==> config.mk <==
export PLATFORM = sky130hd
export DESIGN_NAME = load_store_unit
export DESIGN_NICKNAME = d
export VERILOG_FILES = /design/src/rtl/lsu_pkg.sv /design/src/rtl/lsu_align.sv /design/src/rtl/load_store_unit.sv
export SDC_FILE = /design/constraint.sdc
export NUM_CORES = 1
export LEC_CHECK = 0
export ABC_CLOCK_PERIOD_IN_PS = 1800
export CAP_MARGIN = 25
export CORE_MARGIN = 8
export CORE_UTILIZATION = 42
export CTS_CLUSTER_SIZE = 10
export DETAILED_ROUTE_END_ITERATION = 7
export DONT_BUFFER_PORTS = 1
export GPL_TIMING_DRIVEN = 0
export PLACE_DENSITY = 0.64
export SETUP_SLACK_MARGIN = 0.1
export SLEW_MARGIN = 20
export SYNTH_ARGS = -nofsm -noshare
export SYNTH_HDL_FRONTEND = slang
export SYNTH_SLANG_ARGS = --single-unit
==> constraint.sdc <==
create_clock -name clk -period 1.8 [get_ports clk]
set_clock_uncertainty 0.15 [all_clocks]
set_input_delay 0 -clock clk [delete_from_list [all_inputs] [get_ports clk]]
set_output_delay 0 -clock clk [all_outputs]
set_load 0.1 [all_outputs]
==> src/rtl/lsu_pkg.sv <==
// Shared definitions for the load/store unit: access-size encodings, the
// read-modify-write FSM states and the byte-lane mask helper.
package lsu_pkg;

  localparam logic [1:0] SZ_BYTE    = 2'b00;
  localparam logic [1:0] SZ_HALF    = 2'b01;
  localparam logic [1:0] SZ_WORD    = 2'b10;
  localparam logic [1:0] SZ_ILLEGAL = 2'b11;

  typedef enum logic {
    IDLE   = 1'b0,
    RMW_WR = 1'b1
  } lsu_state_e;

  // Byte lanes touched by an access of the given size at the given lane.
  // A halfword always sits on lanes {lane[1],0} and {lane[1],1}.
  function automatic logic [3:0] lane_mask(input logic [1:0] size, input logic [1:0] lane);
    logic [3:0] m;
    m = 4'b0000;
    case (size)
      SZ_BYTE: m = 4'b0001 << lane;
      SZ_HALF: m = lane[1] ? 4'b1100 : 4'b0011;
      SZ_WORD: m = 4'b1111;
      default: m = 4'b0000;
    endcase
    return m;
  endfunction

endpackage

==> src/rtl/lsu_align.sv <==
// Combinational byte-lane datapath for the load/store unit.
// Ports:
//   rdata         word read from data memory
//   lane          addr[1:0] of the request
//   size          access size encoding
//   unsigned_load zero-extend when 1, sign-extend when 0
//   store_data    store operand (low byte/half used for sub-word stores)
//   load_ext      extracted and extended load value
//   merged        rdata with the target lanes replaced by store_data
module lsu_align
  import lsu_pkg::*;
(
  input  logic [31:0] rdata,
  input  logic [1:0]  lane,
  input  logic [1:0]  size,
  input  logic        unsigned_load,
  input  logic [31:0] store_data,
  output logic [31:0] load_ext,
  output logic [31:0] merged
);

  logic [4:0]  shift_amt;
  logic [31:0] shifted;
  logic [31:0] replicated;
  logic [3:0]  mask;

  always_comb begin
    // Halfwords are extracted from their aligned pair of lanes.
    shift_amt = (size == SZ_HALF) ? {lane[1], 4'b0000} : {lane, 3'b000};
    shifted   = rdata >> shift_amt;

    case (size)
      SZ_BYTE: load_ext = {{24{~unsigned_load & shifted[7]}}, shifted[7:0]};
      SZ_HALF: load_ext = {{16{~unsigned_load & shifted[15]}}, shifted[15:0]};
      default: load_ext = rdata;
    endcase

    // Replicating the operand across all lanes lets the mask pick the target.
    case (size)
      SZ_BYTE: replicated = {4{store_data[7:0]}};
      SZ_HALF: replicated = {2{store_data[15:0]}};
      default: replicated = store_data;
    endcase

    mask = lane_mask(size, lane);
    for (int i = 0; i < 4; i++) begin
      merged[8*i +: 8] = mask[i] ? replicated[8*i +: 8] : rdata[8*i +: 8];
    end
  end

endmodule

==> src/rtl/load_store_unit.sv <==
// Memory-stage front end to a word-wide data memory. Adds byte/halfword
// loads with sign/zero extension and byte/halfword stores through a
// two-cycle read-modify-write, flags illegal requests and registers load
// results toward MEM/WB.
// Ports:
//   clk, rst_n           clock, async active-low reset
//   req_valid/req_ready  request handshake; stall while valid & !ready
//   mem_read, mem_write  load / store request
//   size, unsigned_load  access size and extension mode
//   addr, store_data     byte address and store operand
//   load_data/load_valid registered load result and its one-cycle pulse
//   err                  one-cycle pulse for misaligned/illegal requests
//   dmem_*               data memory interface (address always word-aligned)
//
// state  | meaning
// IDLE   | accept a request; loads, word stores and errors finish here
// RMW_WR | write the merged word captured during the sub-word read phase
module load_store_unit
  import lsu_pkg::*;
#(
  parameter int ADDR_WIDTH = 32,
  parameter int DATA_WIDTH = 32
) (
  input  logic                  clk,
  input  logic                  rst_n,
  input  logic                  req_valid,
  output logic                  req_ready,
  input  logic                  mem_read,
  input  logic                  mem_write,
  input  logic [1:0]            size,
  input  logic                  unsigned_load,
  input  logic [ADDR_WIDTH-1:0] addr,
  input  logic [DATA_WIDTH-1:0] store_data,
  output logic [DATA_WIDTH-1:0] load_data,
  output logic                  load_valid,
  output logic                  err,
  output logic                  dmem_write,
  output logic [ADDR_WIDTH-1:0] dmem_address,
  output logic [DATA_WIDTH-1:0] dmem_write_data,
  input  logic [DATA_WIDTH-1:0] dmem_read_data
);

  lsu_state_e            state_q, state_d;
  logic [DATA_WIDTH-1:0] load_data_q, load_data_d;
  logic                  load_valid_q, load_valid_d;
  logic                  err_q, err_d;
  logic [DATA_WIDTH-1:0] merge_q, merge_d;
  logic [ADDR_WIDTH-1:0] addr_q, addr_d;

  logic [ADDR_WIDTH-1:0] addr_aligned;
  logic                  illegal;
  logic                  is_load;
  logic                  is_store;
  logic                  is_sub_store;
  logic [DATA_WIDTH-1:0] load_ext;
  logic [DATA_WIDTH-1:0] merged;

  assign addr_aligned = {addr[ADDR_WIDTH-1:2], 2'b00};

  assign illegal = req_valid &
                   ((size == SZ_ILLEGAL) |
                    (mem_read & mem_write) |
                    ((size == SZ_HALF) & addr[0]) |
                    ((size == SZ_WORD) & (addr[1:0] != 2'b00)));

  assign is_load      = req_valid & mem_read & ~mem_write & ~illegal;
  assign is_store     = req_valid & mem_write & ~mem_read & ~illegal;
  assign is_sub_store = is_store & (size != SZ_WORD);

  lsu_align u_align (
    .rdata         (dmem_read_data),
    .lane          (addr[1:0]),
    .size          (size),
    .unsigned_load (unsigned_load),
    .store_data    (store_data),
    .load_ext      (load_ext),
    .merged        (merged)
  );

  always_comb begin
    state_d         = state_q;
    load_data_d     = load_data_q;
    load_valid_d    = 1'b0;
    err_d           = 1'b0;
    merge_d         = merge_q;
    addr_d          = addr_q;
    req_ready       = 1'b1;
    dmem_write      = 1'b0;
    dmem_address    = '0;
    dmem_write_data = '0;

    case (state_q)
      IDLE: begin
        if (req_valid) begin
          dmem_address    = addr_aligned;
          dmem_write_data = store_data;
        end
        err_d = illegal;
        if (is_load) begin
          load_data_d  = load_ext;
          load_valid_d = 1'b1;
        end
        if (is_store && (size == SZ_WORD)) begin
          dmem_write = 1'b1;
        end
        if (is_sub_store) begin
          req_ready = 1'b0;
          merge_d   = merged;
          addr_d    = addr_aligned;
          state_d   = RMW_WR;
        end
      end
      RMW_WR: begin
        // Request inputs are held by upstream but not looked at here.
        dmem_write      = 1'b1;
        dmem_address    = addr_q;
        dmem_write_data = merge_q;
        state_d         = IDLE;
      end
      default: state_d = IDLE;
    endcase
  end

  always_ff @(posedge clk or negedge rst_n) begin
    if (!rst_n) begin
      state_q      <= IDLE;
      load_data_q  <= '0;
      load_valid_q <= 1'b0;
      err_q        <= 1'b0;
      merge_q      <= '0;
      addr_q       <= '0;
    end else begin
      state_q      <= state_d;
      load_data_q  <= load_data_d;
      load_valid_q <= load_valid_d;
      err_q        <= err_d;
      merge_q      <= merge_d;
      addr_q       <= addr_d;
    end
  end

  assign load_data  = load_data_q;
  assign load_valid = load_valid_q;
  assign err        = err_q;

endmodule

==> impl_metrics.toml <==
[power]
power_frac_clock_pct = 19.7
internal_power_uw = 4563
p_seq_share_pct = 50.0
p_comb_share_pct = 30.3
swShare_pct = 48.40
power_density_mw_per_mm2 = 939.7
vdd_ir_drop_max_mv = 0.7313
p_switching_uw = 4281
leakagePower_uw = 0.004127

[detailed_routing]
wl_met3_um = 2622
vias = 6238
detail_route.wirelength_um = 26320
routed.top_layer = "met4"
drt-vias-per-instance = 6.104
met2_length_um = 12810
met1Wirelength_um = 9561
detail_route.iter0.violations = 508
drc = 0
wl_per_cell_um = 25.75
ant_nets = 0
first_pass_iters = 7

[yosys]
yosysWarningCount = 0
yosysTopAreaCell = "dfrtp_1"
yosysSeqAreaShare_pct = 42.59
synth_common_cells = "nand2_1, dfrtp_1, nor2_1"
muxShareOfSynthArea_pct = 7.903
avgSynthCellArea_um2 = 8.557
ys_top_cells_by_area = "dfrtp_1, nand2_1, a22o_1, mux2i_1, o21ai_0"
ys_async_sr_fraction_pct = 100.0
synth_fa_ha_area_share_pct = 0
yosysMostFrequentCell = "nand2_1"
yosysUniqueCellTypes = 48
synth-simple-area-share_pct = 21.30
synth_top_family_by_area = "compound AO/OA/AOI/OAI gates"
synth-xor-area-share_pct = 0
netlist.area_leader.share_pct = 42.59
ys_ff_latch = 97
synthesis.area_mm2 = 0.005699
synth-compound-area-share_pct = 22.77
ys.flop_type = "dfrtp_1"
synth_edf_count = 0
syn_inst = 666

[floorplan]
initial_core_util_pct = 43.04
placementRows = 42
core_area_mm2 = 0.01324
die_h_um = 132.5
die_w_um = 132.5
ios = 204
die_area_mm2 = 0.01755

[clock_network]
path_clk_slew_ns = 0.06
clkLatencyLatePin_ns = 0.35
htreeDepth = 3
cts_root_buf = "clkbuf_16"
clock_sink_count = 97
cts_tree = "built"
numCtsBuffers = 9
clk_path_buf_depth = 2
ctsHoldBuffers = 105

[sta]
max_freq_ghz = 0.5251
worst_pin_slew_ns = 0.9947
final_hold_viol_count = 97
finalSetupViolCount = 123
min_period_over_period_pct = 105.8
rsz0062_at_grt = "true"
fin_ws_ns = -0.1044
hold_slack_ns = -0.8147
slew_viol_final = 0
fin_crit_ns = 1.904
relSlewSlack_pct = 33.68

[critical_path]
cp-start-kind = "flop"
cp_cell_sequence = "buf_8 > clkbuf_16 > o21ai_4"
reg2reg_slack_ns = -0.09
slowest_delay_ns = 0.58
worst_setup_path_end_kind = "output pin"
slowest_stage = "o21ai_4"
cp_max_fo = 8
critPathRequiredTime_ns = 1.65
path_class = "reg -> out"
worst_ep_arrival_time_ns = 1.75

[cells_and_area]
synthToLayoutAreaGrowth_pct = 65.14
fillers = 903
utilization_pct = 71.07
register_area_mm2 = 0.002429
multi_input_area_mm2 = 0.003906
drive_above_1_share_pct = 32.90
fin_nets = 943
layoutNonFillerInstCount = 1022
final_cell_area_mm2 = 0.009412

[global_routing]
grt_max_degree = 98
grt_pass1_wl_um = 39100
overflow = 0
antenna_found_initial = 4
grt_use_total_pct = 28.83
grt_pass1_vias = 6369

[flow_run]
max_cap_violations = 0

[status]
status = "complete, but fails checks"
violations = "negative hold slack, negative setup slack"

[placement]
io_buffer_count = 0
dp_cells = 853
place_congestion = 0.9008
placedInstanceArea_mm2 = 0.006469
dp.final_hpwl_um = 16320
post-place-ws_ns = -0.5895

[min_path]
min_path_type = "in -> async"
layout make-up:
cell class / count / area share, %
inverters: 5 / 0.3058
well taps: 176 / 2.340
clock inverters: 5 / 0.2659
multi-input cells: 511 / 41.50
flip-flops and latches: 97 / 25.80
diodes: 4 / 0.1064
clock buffers: 9 / 2.393
repair buffers: 161 / 20.45
plain buffers: 54 / 6.833
per-layer routing:
layer  vias up  track usage, %
met5         -               0
met4         0           15.14
met3        93           9.084
met2       410           48.27
met1      3060           32.29
li1       2675               -
layout by cell type (no fill, tap or decap), types with 3 or more instances in the layout:
| cell | Yosys | final |
|---|---|---|
| nand2_1 | 214 | 200 |
| dlygate4sd3_1 | 0 | 105 |
| dfrtp_1 | 97 | 96 |
| a22o_4 | 0 | 33 |
| nor2_1 | 38 | 31 |
| buf_6 | 3 | 30 |
| mux2i_1 | 27 | 27 |
| o21ai_4 | 1 | 24 |
| clkbuf_16 | 0 | 23 |
| o21ai_1 | 24 | 20 |
| buf_4 | 13 | 17 |
| a21oi_2 | 1 | 17 |
| mux2_2 | 16 | 16 |
| buf_12 | 0 | 12 |
| o21ai_2 | 1 | 11 |
| nand2b_1 | 11 | 10 |
| buf_8 | 0 | 9 |
| nand2_2 | 0 | 9 |
| a31oi_1 | 9 | 9 |
| clkbuf_1 | 23 | 8 |
| a21oi_1 | 24 | 8 |
| a222oi_1 | 8 | 8 |
| a22oi_1 | 7 | 7 |
| nor4_1 | 7 | 7 |
| o31ai_1 | 7 | 7 |
| o21ai_0 | 36 | 7 |
| clkbuf_8 | 0 | 6 |
| nor2_2 | 2 | 6 |
| o41ai_4 | 0 | 6 |
| buf_16 | 0 | 6 |
| nand2_4 | 0 | 5 |
| a211oi_2 | 0 | 5 |
| clkinv_2 | 0 | 5 |
| diode_2 | 0 | 4 |
| buf_2 | 11 | 4 |
| nor3b_2 | 0 | 4 |
| clkbuf_4 | 0 | 3 |
| nor2b_1 | 4 | 3 |
| nor2_4 | 0 | 3 |
cells by family (layout without fill, tap and decap cells):
kind of cell / count (synthesis) / count (layout)
compound gates: 175 / 175
other cells: 1 / 6
simple gates: 291 / 291
flops: 97 / 97
buf+inv: 59 / 234
mux: 43 / 43
sequential cells by signal, indices dropped and copies added, names as in the netlist:
name	cells
merge_q	32
err	1
load_valid	1
load_data	32
state_q	1
addr_q	30
repair_timing:
item                                    4_1_cts  5_1_grt
setup buffers                                21       10
endpoints found under the hold margin       193       97
resized for setup                           188       66
cloned                                       13        2
pin swaps                                    42       23
endpoints found under the setup margin      160      159
power groups by stage:
stage	sequential (µW)	clock [µW]	combinational, µW
after CTS	4400	1760	2520
after floorplan	4280	0	1640
after global placement	4370	0	1800
after detailed placement	4390	0	1920
after global routing	4480	1850	2820
final	4420	1740	2680
through the flow:
step	hold slack [ns]	total power [µW]	setup TNS, ns
after floorplan	-0.4456	5914	-3.869
after global placement	-0.4425	6169	-25.00
after detailed placement	-0.4425	6318	-21.09
after CTS	-0.8270	8682	-6.282
after global routing	-0.8264	9144	-10.09
final	-0.8147	8844	-3.892
worst paths after layout:
kind | startpoint | to | cells past startpoint
hold reg to reg | merge_q[19] | merge_q[19] | 2
setup / recovery | state_q | dmem_write_data[6] | 3
hold / removal | rst_n | addr_q[25] | 0
max in group asynchronous | rst_n | load_data[6] | 0
min in group clk | addr[1] | err | 3
setup reg to reg | state_q | load_data[5] | 6
critical path: cells and delay by family (launching register included):
family,cells,cell delay [ns]
flops,1,0.47
buf+inv,2,0.34
compound gates,1,0.58
Note: power is estimated with default switching activity, not from simulation.
